File: src/rtl/mem_arbiter_if.sv
// mem_arbiter_if: fetch, data and shared-memory signals of the memory arbiter
interface mem_arbiter_if;
    logic        if_req;
    logic [31:0] if_addr;
    logic [31:0] if_rdata;
    logic        if_ready;
    logic        dm_req;
    logic        dm_we;
    logic [31:0] dm_addr;
    logic [31:0] dm_wdata;
    logic [31:0] dm_rdata;
    logic        dm_ready;
    logic        mem_en;
    logic        mem_we;
    logic [31:0] mem_addr;
    logic [31:0] mem_wdata;
    logic [31:0] mem_rdata;
    logic        stall_if;
    logic        stall_mem;
    modport slave (
        input  if_req, if_addr, dm_req, dm_we, dm_addr, dm_wdata, mem_rdata,
        output if_rdata, if_ready, dm_rdata, dm_ready, mem_en, mem_we, mem_addr, mem_wdata,
               stall_if, stall_mem
    );
    modport master (
        output if_req, if_addr, dm_req, dm_we, dm_addr, dm_wdata, mem_rdata,
        input  if_rdata, if_ready, dm_rdata, dm_ready, mem_en, mem_we, mem_addr, mem_wdata,
               stall_if, stall_mem
    );
endinterface

File: src/rtl/mem_arbiter.sv
// mem_arbiter: round-robin arbiter sharing one single-port memory between fetch and data stages
module mem_arbiter #(
    parameter int WAIT_CYCLES = 2
) (
    input logic          clk,
    input logic          reset,
    mem_arbiter_if.slave bus
);
    typedef enum logic [1:0] {IDLE, ACCESS, DONE} state_t;
    state_t      state, state_nx;
    logic [3:0]  cnt;
    logic        gnt_dm, last_dm, pick_dm, we_q, any_req;
    logic [31:0] addr_q, wdata_q, if_rdata_q, dm_rdata_q;
    assign any_req = bus.if_req | bus.dm_req;
    // on a tie, data wins unless data was the last one served
    assign pick_dm = bus.dm_req & (~bus.if_req | ~last_dm);
    always_ff @(posedge clk)
        state <= reset ? IDLE : state_nx;
    always_comb
        state_nx = state == IDLE   ? (any_req ? ACCESS : IDLE) :
                   state == ACCESS ? (cnt == 4'd0 ? DONE : ACCESS) : IDLE;
    always_comb begin
        bus.mem_en   = state == ACCESS;
        bus.mem_we   = state == ACCESS && we_q;
        bus.if_ready = state == DONE && !gnt_dm;
        bus.dm_ready = state == DONE && gnt_dm;
    end
    assign bus.mem_addr  = addr_q;
    assign bus.mem_wdata = wdata_q;
    assign bus.if_rdata  = if_rdata_q;
    assign bus.dm_rdata  = dm_rdata_q;
    assign bus.stall_if  = bus.if_req & ~(state == DONE && !gnt_dm);
    assign bus.stall_mem = bus.dm_req & ~(state == DONE && gnt_dm);
    always_ff @(posedge clk) begin
        if (reset) begin
            cnt        <= 4'd0;
            gnt_dm     <= 1'b0;
            last_dm    <= 1'b0;
            we_q       <= 1'b0;
            addr_q     <= '0;
            wdata_q    <= '0;
            if_rdata_q <= '0;
            dm_rdata_q <= '0;
        end else begin
            if (state == IDLE && any_req) begin
                gnt_dm  <= pick_dm;
                we_q    <= pick_dm & bus.dm_we;
                addr_q  <= pick_dm ? bus.dm_addr : bus.if_addr;
                wdata_q <= pick_dm ? bus.dm_wdata : '0;
                cnt     <= 4'(WAIT_CYCLES - 1);
            end
            if (state == ACCESS) begin
                cnt <= cnt == 4'd0 ? 4'd0 : cnt - 4'd1;
                if (cnt == 4'd0 && !gnt_dm)
                    if_rdata_q <= bus.mem_rdata;
                if (cnt == 4'd0 && gnt_dm && !we_q)
                    dm_rdata_q <= bus.mem_rdata;
            end
            if (state == DONE)
                last_dm <= gnt_dm;
        end
    end
endmodule

File: src/flat_wrapper.sv
// flat-port wrapper written by rule: the top's interface ports become plain ports
module mem_arbiter_flat 
#(
    parameter int WAIT_CYCLES = 2
)
  (clk, reset, bus_if_req, bus_if_addr, bus_dm_req, bus_dm_we, bus_dm_addr, bus_dm_wdata, bus_mem_rdata, bus_if_rdata, bus_if_ready, bus_dm_rdata, bus_dm_ready, bus_mem_en, bus_mem_we, bus_mem_addr, bus_mem_wdata, bus_stall_if, bus_stall_mem);
  mem_arbiter_if bus_i ();
  input logic clk;
  input logic reset;
  input wire logic [$bits(bus_i.if_req)-1:0] bus_if_req;
  input wire logic [$bits(bus_i.if_addr)-1:0] bus_if_addr;
  input wire logic [$bits(bus_i.dm_req)-1:0] bus_dm_req;
  input wire logic [$bits(bus_i.dm_we)-1:0] bus_dm_we;
  input wire logic [$bits(bus_i.dm_addr)-1:0] bus_dm_addr;
  input wire logic [$bits(bus_i.dm_wdata)-1:0] bus_dm_wdata;
  input wire logic [$bits(bus_i.mem_rdata)-1:0] bus_mem_rdata;
  output wire logic [$bits(bus_i.if_rdata)-1:0] bus_if_rdata;
  output wire logic [$bits(bus_i.if_ready)-1:0] bus_if_ready;
  output wire logic [$bits(bus_i.dm_rdata)-1:0] bus_dm_rdata;
  output wire logic [$bits(bus_i.dm_ready)-1:0] bus_dm_ready;
  output wire logic [$bits(bus_i.mem_en)-1:0] bus_mem_en;
  output wire logic [$bits(bus_i.mem_we)-1:0] bus_mem_we;
  output wire logic [$bits(bus_i.mem_addr)-1:0] bus_mem_addr;
  output wire logic [$bits(bus_i.mem_wdata)-1:0] bus_mem_wdata;
  output wire logic [$bits(bus_i.stall_if)-1:0] bus_stall_if;
  output wire logic [$bits(bus_i.stall_mem)-1:0] bus_stall_mem;
  assign bus_i.if_req = bus_if_req;
  assign bus_i.if_addr = bus_if_addr;
  assign bus_i.dm_req = bus_dm_req;
  assign bus_i.dm_we = bus_dm_we;
  assign bus_i.dm_addr = bus_dm_addr;
  assign bus_i.dm_wdata = bus_dm_wdata;
  assign bus_i.mem_rdata = bus_mem_rdata;
  assign bus_if_rdata = bus_i.if_rdata;
  assign bus_if_ready = bus_i.if_ready;
  assign bus_dm_rdata = bus_i.dm_rdata;
  assign bus_dm_ready = bus_i.dm_ready;
  assign bus_mem_en = bus_i.mem_en;
  assign bus_mem_we = bus_i.mem_we;
  assign bus_mem_addr = bus_i.mem_addr;
  assign bus_mem_wdata = bus_i.mem_wdata;
  assign bus_stall_if = bus_i.stall_if;
  assign bus_stall_mem = bus_i.stall_mem;
  mem_arbiter #(.WAIT_CYCLES(WAIT_CYCLES)) u_core (.clk(clk), .reset(reset), .bus(bus_i));
endmodule
File: config.mk
export PLATFORM = sky130hd
export DESIGN_NAME = mem_arbiter_flat
export DESIGN_NICKNAME = d
export VERILOG_FILES = /design/src/rtl/mem_arbiter_if.sv /design/src/rtl/mem_arbiter.sv /design/src/flat_wrapper.sv
export SDC_FILE = /design/constraint.sdc
export NUM_CORES = 1
export LEC_CHECK = 0
export ABC_AREA = 1
export CORE_MARGIN = 8
export CORE_UTILIZATION = 45
export DETAILED_ROUTE_END_ITERATION = 10
export MAX_ROUTING_LAYER = met4
export PLACE_DENSITY = 0.86
export SYNTH_ARGS = -nofsm -noshare
export SYNTH_HDL_FRONTEND = slang
export SYNTH_SLANG_ARGS = --single-unit
File: constraint.sdc
create_clock -name clk -period 4.3 [get_ports clk]
set_input_delay 0.645 -clock clk [delete_from_list [all_inputs] [get_ports clk]]
set_output_delay 0.645 -clock clk [all_outputs]
set_load 0.01 [all_outputs]
==> results of run 1 <==
cell usage in the layout (no fill, tap or decap):
cell,netlist,routed
a21oi_1,40,40
buf_4,11,7
bufinv_16,0,5
clkbuf_1,12,2
clkbuf_16,0,17
clkbuf_8,0,3
clkdlybuf4s50_1,0,266
clkinv_2,0,2
clkinvlp_4,0,1
dfxtp_1,137,137
ha_1,2,2
inv_1,72,72
inv_2,5,6
nand2_1,207,206
nand2_2,0,1
nand3_1,69,69
nand3_4,1,1
nor2_1,233,233
nor2_2,2,2
nor2_4,4,4
nor2_8,1,1
nor3_1,1,1
o21ai_0,34,34
o21ai_2,1,1
xor2_1,1,1
sequential cells by signal, summed over array words and instances (netlist names):
signal                flops
u_core.bus.dm_rdata      32
u_core.bus.if_rdata      32
u_core.bus.mem_addr      32
u_core.bus.mem_wdata     32
u_core.cnt                4
u_core.state              2
u_core.gnt_dm             1
u_core.last_dm            1
u_core.we_q               1
metrics by stage:
stage / total power, W / cell area, um^2 / hold slack [ns] / worst slack (ns) / util [%]
after global routing: 0.00436 / 9120 / 0.480 / 1.30 / 72.0
after CTS: 0.00419 / 9120 / 0.463 / 1.36 / 72.0
after floorplan: 0.00211 / 5870 / 0.474 / 2.68 / -
after global placement: 0.00258 / 8480 / 0.451 / 1.65 / 66.9
after detailed placement: 0.00259 / 8480 / 0.455 / 1.58 / 66.9
final: 0.00416 / 9120 / 0.461 / 1.43 / 72.0
worst paths after layout:
check,startpoint,end,cells past startpoint
setup / recovery,u_core.gnt_dm$_SDFFE_PP0P_,bus_stall_mem,4
hold / removal,u_core.bus.mem_wdata[28]$_SDFFE_PP0P_,u_core.bus.mem_wdata[28]$_SDFFE_PP0P_,2
setup reg to reg,u_core.gnt_dm$_SDFFE_PP0P_,u_core.bus.dm_rdata[22]$_SDFFE_PP0P_,6
hold reg to reg,u_core.bus.mem_wdata[28]$_SDFFE_PP0P_,u_core.bus.mem_wdata[28]$_SDFFE_PP0P_,2
area by class of cell:
class | count | area (um^2)
clock buffer | 22 | 474
tap | 172 | 215
multi-input combinational | 596 | 2510
inverter | 78 | 293
fill | 1013 | 3550
clock inverter | 8 | 168
sequential | 137 | 2740
timing repair buffer | 273 | 2720
power by group through the flow:
stage	Clock, W	Combinational (W)	Sequential, W
floorplan	0	0.000513	0.00159
global placement	0	0.00105	0.00153
detailed placement	0	0.00106	0.00153
CTS	0.00161	0.00107	0.00151
global route	0.00167	0.00117	0.00153
finish	0.00159	0.00106	0.00151
kinds of logic after synthesis:
logic type,count (synthesis)
xor+xnor,1
simple gates,518
fa+ha+maj,2
buf+inv,132
flops,137
compound gates,75
tightest hold or removal path, cell delays in order, from the launching register on:
cell and delay [ns]:
dfxtp_1 0.30, nand2_1 0.06, a21oi_1 0.05
routing by layer:
metal  up-vias  share of wire [%]
met1      2698                 38
met4         0                2.8
met3        37                9.3
met5         -                  0
li1       3111                  -
met2       213                 50
==> impl_metrics.yaml, run 1 <==
die:
  initial_core_util_pct: 46.4
  ios: 267
  die_w_um: 130
  core-area_mm2: 0.0127
  die_h_um: 130
  dieArea_mm2: 0.0170
  rows: 41
pwr:
  combinationalPowerShare_pct: 25.5
  p_int_w: 0.00300
  pwr-share-seq_pct: 36.3
  switching_power_w: 0.00116
  peakVddDrop_v: 0.000242
  clkPwrFrac_pct: 38.2
  p_leak_nw: 3.92
  p_sw_share_pct: 27.8
  power_density_mw_per_mm2: 456
cts:
  clock-sinks: 137
  ctsResizeCount: 0
  insertion_delay_ns: 0.42
  tritoncts: "built"
  clkTransAtPathRegs_ns: 0.06
  cts_buffers: 17
  cts.path.max_buffers: 2
  postCtsSetupRepairBufs: 0
  hold_buffers: 0
  htreeDepth: 4
  root_buffer: "clkbuf_16"
timing:
  setup_tns_ns: 0
  fmax_mhz: 349
  fin_crit_ns: 2.87
  finalCritPeriodShare_pct: 66.7
  slew_headroom_pct: 37.7
  hold_viol: 0
  slew_viol_final: 0
  grt_setup_unrepaired: "no"
  worst_clock_skew_ns: 0.00731
  worstMarginPinSlew_ns: 0.933
  setup_viol: 0
setup_path:
  rrSetupSlack_ns: 1.88
  crit_arrival_ns: 2.22
  max_stage_delay_ns: 0.56
  crit_buf_inv: 3
  worstSetupPathType: "reg2out"
  worstPathMaxFanout: 35
  worstPathRequired_ns: 3.65
  slowest_stage: "clkdlybuf4s50_1"
  crit_family: "buffers and inverters"
  endpoint_kind: "output port"
  path_cells: "inv_2 > o21ai_0 > inv_1 > clkdlybuf4s50_1"
  critPathLaunchType: "flip-flop"
synthesis:
  synthCells: 865
  yosysMostFrequentCell: "nor2_1"
  synth-compound-area-share_pct: 6.46
  synth_warnings: 0
  avgSynthCellArea_um2: 6.79
  synth_edf_count: 0
  synthAdderAreaFrac_pct: 0.426
  synth_top_family_by_area: "simple AND/OR/NAND/NOR gates"
  synth_flop_cell: "dfxtp_1"
  ys_top_cells_by_count: "nor2_1 (233), nand2_1 (207), dfxtp_1 (137)"
  synth.area.top_cells: "dfxtp_1 (47%), nor2_1 (15%), nand2_1 (13%)"
  yosysSeqAreaShare_pct: 46.7
  syn_nets: 1000
  yosys.area.top_type: "dfxtp_1"
  synth.distinct_cells: 22
  ys_ff_latch: 137
  netlist_area_mm2: 0.00587
  async_flop_share_pct: 0
  synthXorXnorAreaFrac_pct: 0.149
  synth_top_area_share_pct: 46.7
  synthMuxAreaShare_pct: 0
  synth-simple-area-share_pct: 35.7
detailed_routing:
  drtIter0Drc: 440
  via_count: 6059
  dr.pass1.iters: 5
  drc: 0
  antenna_left: 0
  vias_per_cell: 4.71
  wl_per_cell_um: 14.8
  wl_um: 19000
final_layout:
  final_layout_size_suffix_gt1_share_pct: 4.58
  finalNetCount: 1238
  stdcell_count: 1286
  area.growth.synth_to_final_pct: 55.3
  antenna_cells: 0
grt:
  gr-usage-met2_pct: 37.8
  grt_use_met3_pct: 8.69
  met1_usage_pct: 23.7
  overflow: 0
  grt_busiest_layer: "met2"
  grt_pass1_vias: 5936
  antenna_found_initial: 0
  track_usage_pct: 22.9
  grt_max_degree: 67
  grt_pass1_wl_um: 29100
min_path:
  min_path_type: "reg2reg"
placed_design:
  portBuffers: 266
  placedCellCount: 1256
  dp_hpwl_um: 13400
  gp_congestion: 0.814
flow_run:
  maxCapViolations: 0
outcome:
  status: "finished, final reports clean"
Note: power is estimated with default switching activity, not from simulation.
==> run 2: changes to the inputs <==
--- a/config.mk
+++ b/config.mk
@@ -7,10 +7,10 @@
 export LEC_CHECK = 0
 export ABC_AREA = 1
 export CORE_MARGIN = 8
-export CORE_UTILIZATION = 45
+export CORE_UTILIZATION = 38
 export DETAILED_ROUTE_END_ITERATION = 10
 export MAX_ROUTING_LAYER = met4
-export PLACE_DENSITY = 0.86
+export PLACE_DENSITY = 0.77
 export SYNTH_ARGS = -nofsm -noshare
 export SYNTH_HDL_FRONTEND = slang
 export SYNTH_SLANG_ARGS = --single-unit
==> constraint.sdc (replaced) <==
create_clock -name clk -period 2.5 [get_ports clk]
set_input_delay 0.375 -clock clk [delete_from_list [all_inputs] [get_ports clk]]
set_output_delay 0.375 -clock clk [all_outputs]
set_load 0.01 [all_outputs]
==> impl_metrics.yaml, run 2 (synthesized netlist as in run 1, its figures left out) <==
outcome:
  status: "finished, final reports clean"
timing:
  finalCritPeriodShare_pct: 93.7
  grt_setup_unrepaired: "no"
  slew_viol_final: 0
  slew_headroom_pct: 61.2
  worst_clock_skew_ns: 0.00891
  fmax_mhz: 427
  setup_viol: 0
  hold_viol: 0
  setup_tns_ns: 0
  worstMarginPinSlew_ns: 0.581
  fin_crit_ns: 2.34
pwr:
  power_density_mw_per_mm2: 775
  p_leak_nw: 4.01
  p_total_w: 0.00720
  switching_power_w: 0.00207
  peakVddDrop_v: 0.000435
  pwr-share-seq_pct: 36.0
  p_int_w: 0.00513
  p_sw_share_pct: 28.7
  combinationalPowerShare_pct: 26.4
  clkPwrFrac_pct: 37.6
die:
  rows: 45
  dieArea_mm2: 0.0197
  die_w_um: 140
  core-area_mm2: 0.0151
  initial_core_util_pct: 38.8
  die_h_um: 140
  ios: 267
setup_path:
  endpoint_kind: "output port"
  worstPathMaxFanout: 11
  rr_startpoint: "u_core.cnt[0]$_SDFFE_PP0P_"
  crit_path_start: "u_core.gnt_dm$_SDFFE_PP0P_"
  worstSetupPathType: "reg2out"
  crit_arrival_ns: 1.97
  r2r-end: "u_core.bus.dm_rdata[27]$_SDFFE_PP0P_"
  critPathLaunchType: "flip-flop"
  rrSetupSlack_ns: 0.64
  r2r_cells: 8
  worstPathRequired_ns: 2.12
placed_design:
  gp_congestion: 0.804
  dp_hpwl_um: 13700
  portBuffers: 266
final_layout:
  final_common_cell: "clkdlybuf4s50_1"
  area.growth.synth_to_final_pct: 58.1
  finalNetCount: 1251
  final_layout_size_suffix_gt1_share_pct: 6.02
  final_cell_mix: "clkdlybuf4s50_1 (266), nor2_1 (233), nand2_1 (206)"
  antenna_cells: 0
cts:
  clock-sinks: 137
  tritoncts: "built"
  htreeDepth: 4
  hold_buffers: 0
  ctsResizeCount: 0
  insertion_delay_ns: 0.42
  clkTransAtPathRegs_ns: 0.06
  postCtsSetupRepairBufs: 0
  cts.path.max_buffers: 2
  cts_buffers: 17
  root_buffer: "clkbuf_16"
min_path:
  min_from: "u_core.bus.mem_wdata[17]$_SDFFE_PP0P_"
  holdPathStages: 2
  min_path_type: "reg2reg"
  holdPathEnd: "u_core.bus.mem_wdata[17]$_SDFFE_PP0P_"
grt:
  antenna_found_initial: 0
  grt_max_degree: 41
  grt_pass1_wl_um: 29400
  track_usage_pct: 19.4
  grt_pass1_vias: 5727
  overflow: 0
detailed_routing:
  dr.pass1.iters: 5
  via_count: 6002
  wl_um: 18800
  antenna_left: 0
  wl_per_cell_um: 14.3
  drtIter0Drc: 330
  drc: 0
  vias_per_cell: 4.56
flow_run:
  maxCapViolations: 0
-- run 2: cell types whose count changed in the layout (fill, tap and decap cells not counted), sizes merged --
cell and change:
buf +13, bufinv -1, clkbuf -2, clkinv +4
inv +1
-- run 2: final cells by class --
cell class                      count  area, um^2
Clock buffer                       20         467
Tap cell                          188         235
Fill cell                        1371        5860
Inverter                           78         293
Multi-Input combinational cell    596        2510
Sequential cell                   137        2740
Timing Repair Buffer              286        2860
Clock inverter                     12         170
-- run 2: power by group through the flow --
stage | combinational (W) | sequential (W) | clock, W
after floorplan | 0.000883 | 0.00274 | 0
after global placement | 0.00190 | 0.00262 | 0
after detailed placement | 0.00191 | 0.00263 | 0
after CTS | 0.00192 | 0.00259 | 0.00276
after global routing | 0.00210 | 0.00262 | 0.00286
final | 0.00190 | 0.00259 | 0.00270
-- run 2: through the flow --
stage / util (%) / area (um^2) / hold WS (ns) / instances / setup slack (ns)
after floorplan: - / 5870 / 0.474 / 865 / 1.11
after global placement: 57.1 / 8650 / 0.450 / 1285 / 0.365
after detailed placement: 57.1 / 8650 / 0.454 / 1285 / 0.352
after CTS: 61.3 / 9280 / 0.463 / 1317 / 0.0933
after global routing: 61.3 / 9280 / 0.482 / 1317 / 0.0443
final: 61.3 / 9280 / 0.462 / 1317 / 0.158
-- run 2: worst max-delay path by stage --
stage	endpoint	slack, ns
after detailed placement	bus_stall_mem	0.35
after global routing	bus_stall_mem	0.04
after floorplan	u_core.bus.if_rdata[23]$_SDFFE_PP0P_	1.11
final	bus_stall_mem	0.16
after global placement	bus_stall_mem	0.36
after CTS	bus_stall_mem	0.09
-- run 2: worst max-delay path, cell delays in order (launching register included) --
cell             delay [ns]
dfxtp_1                0.45
inv_2                  0.18
o21ai_0                0.36
inv_1                  0.07
clkdlybuf4s50_1        0.49
-- run 2: routing by layer --
| layer | track usage (%) | vias up | routed length (um) |
|---|---|---|---|
| met5 | - | - | 0 |
| met4 | 6.57 | 0 | 299 |
| met3 | 7.24 | 22 | 1580 |
| met2 | 31.2 | 202 | 8960 |
| met1 | 21.7 | 2640 | 7980 |
| li1 | - | 3138 | - |
==> edit 1 (flow settings as in run 2) <==
Make the reset (`reset`) asynchronous in one clocked block.
--- a/src/rtl/mem_arbiter.sv
+++ b/src/rtl/mem_arbiter.sv
@@ -32,5 +32,5 @@
     assign bus.stall_if  = bus.if_req & ~(state == DONE && !gnt_dm);
     assign bus.stall_mem = bus.dm_req & ~(state == DONE && gnt_dm);
-    always_ff @(posedge clk) begin
+    always_ff @(posedge clk or posedge reset) begin
         if (reset) begin
             cnt        <= 4'd0;
Behaviour: differs if reset is asserted again (counterexample within 4 cycles, from zero or initial values and one cycle with reset high); with reset held inactive, the same outputs for 4 cycles.
==> edit 1 against run 2 <==
Synthesized area is 2.4% higher. Critical endpoint unchanged. Sequential share of layout area is 6.3 points higher. Final area is 2.7% higher. Routed wire length is 2.7% higher. Sequential cell count stayed put. Highest routed layer unchanged. Worst setup slack better by 150 ps. Largest cell class is now registers.
Power is not compared: it rests on default switching activity, and its combinational part moved more than twofold at a synthesized area within 25%.
==> edit 1: results (changes against run 2) <==
[outcome]
outcome=complete, no violations

[yosys]
synth_cell_type_count=23  ; +4.5%
synthTopCellsByArea=dfrtp_1 (56%), nand2_1 (17%), nand4_1 (6.8%), inv_1 (4.7%), o21ai_1 (3.7%)
syn_nets=862  ; -14%
synth_cells=727  ; -16%
ys_seq_area_frac=0.568  ; +0.101
async_reset_ff_frac=0.985  ; +0.985
synthFlopType=dfrtp_1
synthAdderAreaFrac=0.00416  ; -0.0000993
synth_compound_area_frac=0.0614  ; -0.00317
synthTopCellsByCount=nand2_1 (271), dfrtp_1 (135), inv_1 (75)

[cells_and_area]
clk_share=0.0642  ; -0.00442
fillers=1359  ; -0.88%
multi_input_area_mm2=0.00207  ; -18%
nets=1118  ; -11%
multi_input_gates=466  ; -22%
seq_area_frac=0.359  ; +0.0632
drive_above_1_share=0.0572  ; -0.00300
signal_buffers=283  ; -1.0%

[global_route]
grt_pass1_vias=5776  ; +0.86%
grt_use_met3=0.0736  ; +0.00121
track_usage=0.199  ; +0.00522
grt_max_degree=83  ; +100%
use_met1=0.239  ; +0.0216
grt_pass1_wl_um=30600  ; +3.8%

[critical_path]
rrSetupSlack_ps=590  ; -50 ps
cp_max_fo=5  ; -6
timing.rr.end=u_core.bus.if_rdata[6]
worstSetupStartpoint=u_core.gnt_dm

[placed_design]
dpl.hpwl_um=14100  ; +2.7%
placed_area_mm2=0.00892  ; +3.2%
dpl.cell_count=1180  ; -8.2%

[detailed_routing]
wl_per_cell_um=15.9  ; +12%
via_count=5738  ; -4.4%
wl_met1_um=8220  ; +3.0%
drt_iter0_markers=362  ; +9.7%
wl_met2_um=8960  ; about the same

[pwr]
power_mw=11.1

[worst_hold_path]
worstHoldStart=u_core.bus.if_rdata[31]
worstHoldEndpoint=u_core.bus.if_rdata[31]

[timing]
fmax_mhz=456  ; +6.8%
maxSlewHeadroom=0.600  ; -0.0119

[edit 1: cell count changes in the layout (fill, tap and decap cells not counted), moves of 7 or more]
cell / run 2 / this run
nand4_1: 0 / 65
a21oi_1: 40 / 1
nand2_1: 206 / 271
nor2_1: 233 / 41
o21ai_0: 34 / 27
nand3_1: 69 / 7
dfxtp_1: 137 / 2
o21ai_1: 0 / 44
dfrtp_1: 0 / 135
[edit 1: cell families after synthesis]
group | after synthesis
DFF | 137
and+or+nand+nor | 390
buffers and inverters | 124
xor gates and xnor gates | 1
AOI/OAI and AO/OA | 73
adders and majority gates | 2
[edit 1: through the flow]
step | util | hold WS (ps)
floorplan | - | 447
global placement | 0.570 | 453
detailed placement | 0.570 | 457
CTS | 0.609 | 472
global route | 0.609 | 482
finish | 0.609 | 467
[edit 1: worst max-delay path, cell delays in order, from the launching register on]
cell,delay [ps]
dfrtp_1,430
inv_1,230
o21ai_0,140
inv_1,80
clkdlybuf4s50_1,530
==> edit 2 (flow settings as in run 2) <==
Made on the original files. Encoding of `state_t`: now one-hot (3 bits for 3 states).
--- a/src/rtl/mem_arbiter.sv
+++ b/src/rtl/mem_arbiter.sv
@@ -7,5 +7,5 @@
     mem_arbiter_if.slave bus
 );
-    typedef enum logic [1:0] {IDLE, ACCESS, DONE} state_t;
+    typedef enum logic [2:0] {IDLE = 3'b001, ACCESS = 3'b010, DONE = 3'b100} state_t;
     state_t      state, state_nx;
     logic [3:0]  cnt;
Behaviour: no difference found for any inputs over 4 cycles, from zero or initial values and one cycle with reset high; so few cycles prove little.
==> edit 2 against run 2 <==
Final area decreased by 2.0%. Routed wire length decreased by 3.1%. Die area decreased by 1.2%. Worst setup slack improved by 78 ps. Sequential cell count increased by 1. Final cell count decreased by 2.9%. Sequential share of layout area increased by 0.83 points. Power decreased by 16%. Synthesized area decreased by 1.4%. Largest cell class unchanged.
==> edit 2: results (changes against run 2) <==
[global_route]
grt_max_degree=67  ; +63%
track_usage=0.190  ; -0.00317
grt_pass1_wl_um=28900  ; -1.7%
grt_pass1_vias=5697  ; -0.52%

[yosys]
synth_cell_type_count=23  ; +4.5%
synthFlopType=dfxtp_1
async_reset_ff_frac=0  ; unchanged
synthTopCellsByCount=nand2_1 (266), dfxtp_1 (138), a21oi_1 (135)
syn_nets=971  ; -2.9%
synth_cells=836  ; -3.4%
synthTopCellsByArea=dfxtp_1 (48%), nand2_1 (17%), a21oi_1 (12%), nor2_1 (6.7%), inv_1 (5.0%)
ys_seq_area_frac=0.477  ; +0.00991

[critical_path]
max_stage_delay_ps=570  ; +80 ps
worstPathArrival_ps=1890  ; -80 ps
crit_family=buffers and inverters
worstSetupStartpoint=u_core.state[0]

[detailed_routing]
routed_via_density=4.67  ; +2.6%
first_pass_iters=4  ; -1
drt_iter0_markers=309  ; -6.4%
wl_per_cell_um=14.3  ; -0.22%
via_count=5978  ; -0.40%

[placed_design]
placed_area_mm2=0.00852  ; -1.4%
dpl.hpwl_um=12600  ; -7.9%
place.gp.congestion=0.763  ; -5.1%

[pwr]
p_leak_nw=3.74  ; -6.7%
max-vdd-ir-drop_v=0.000489  ; +12%

[cells_and_area]
drive_above_1_share=0.0513  ; -0.00890
fillers=1347  ; -1.8%
nets=1213  ; -3.0%

[clock_tree]
clk-insertion-delay-late_ps=420  ; about the same

[outcome]
outcome=complete, no violations

[timing]
maxSlewHeadroom=0.563  ; -0.0491
fin_worst_skew_ps=7.76  ; -1.15 ps

[worst_hold_path]
worstHoldStart=u_core.bus.mem_wdata[20]
hp-class=reg2reg

## edit 2: cell count changes in the layout (fill, tap and decap cells not counted), moves of 4 or more
cell        change
clkinvlp_4      +4
nand2_1        +60
inv_1           +5
o21ai_0        -32
buf_4           -8
a21oi_1        +95
nor2_1        -130
nand3_1        -30
## edit 2: final timing paths
path                                   end  slack [ps]  depth (start not counted)
setup / recovery                bus_mem_we         240                          4
hold / removal    u_core.bus.mem_wdata[20]         460                          2
setup reg to reg   u_core.bus.if_rdata[19]         790                          8
hold reg to reg   u_core.bus.mem_wdata[20]         460                          2
## edit 2: final cells by class
cell class / count / area [um^2] / area share
repair buffers: 277 / 2780 / 0.306
flip-flops and latches: 138 / 2760 / 0.304
multi-input cells: 561 / 2430 / 0.267
clock buffers: 19 / 453 / 0.0498
inverters: 83 / 312 / 0.0343
well taps: 188 / 235 / 0.0259
clock inverters: 13 / 118 / 0.0129
## edit 2: metrics by stage
step,setup WS (ps),total power [mW]
floorplan,1100,3.08
global placement,434,3.68
detailed placement,371,3.69
CTS,198,6.12
global route,122,6.36
finish,236,6.06
## edit 2: worst reg2reg max path, stage by stage (launching register included)
cell	delay, ps
dfxtp_1	310
inv_1	130
ha_1	210
nand4_1	220
nor2_8	250
buf_12	260
nand2_1	120
nand2_1	70
nor2_1	40
## edit 2: routing by layer
layer | global-route usage | vias up | wire length (um)
met5 | - | - | 0
met4 | 0.0693 | 0 | 359
met3 | 0.103 | 23 | 2190
met2 | 0.280 | 232 | 7870
met1 | 0.215 | 2653 | 7820
li1 | - | 3070 | -
## edit 2: logic make-up (layout without fill, tap and decap cells)
| logic type | Yosys count | after routing | share of synthesized area |
|---|---|---|---|
| and+or+nand+nor | 419 | 419 | 0.289 |
| buffers and inverters | 137 | 392 | 0.106 |
| DFF | 138 | 138 | 0.477 |
| adders and majority gates | 2 | 2 | 0.00432 |
| xor gates and xnor gates | 1 | 1 | 0.00151 |
| AOI/OAI and AO/OA | 139 | 139 | 0.122 |
## edit 2: power breakdown
| group | total, mW | leakage, nW | internal (mW) | switching [mW] |
|---|---|---|---|---|
| Clock | 2.41 | 0.268 | 1.42 | 0.988 |
| Combinational | 1.22 | 2.35 | 0.607 | 0.614 |
| Sequential | 2.43 | 1.12 | 2.35 | 0.0772 |
| Total | 6.06 | 3.74 | 4.38 | 1.68 |
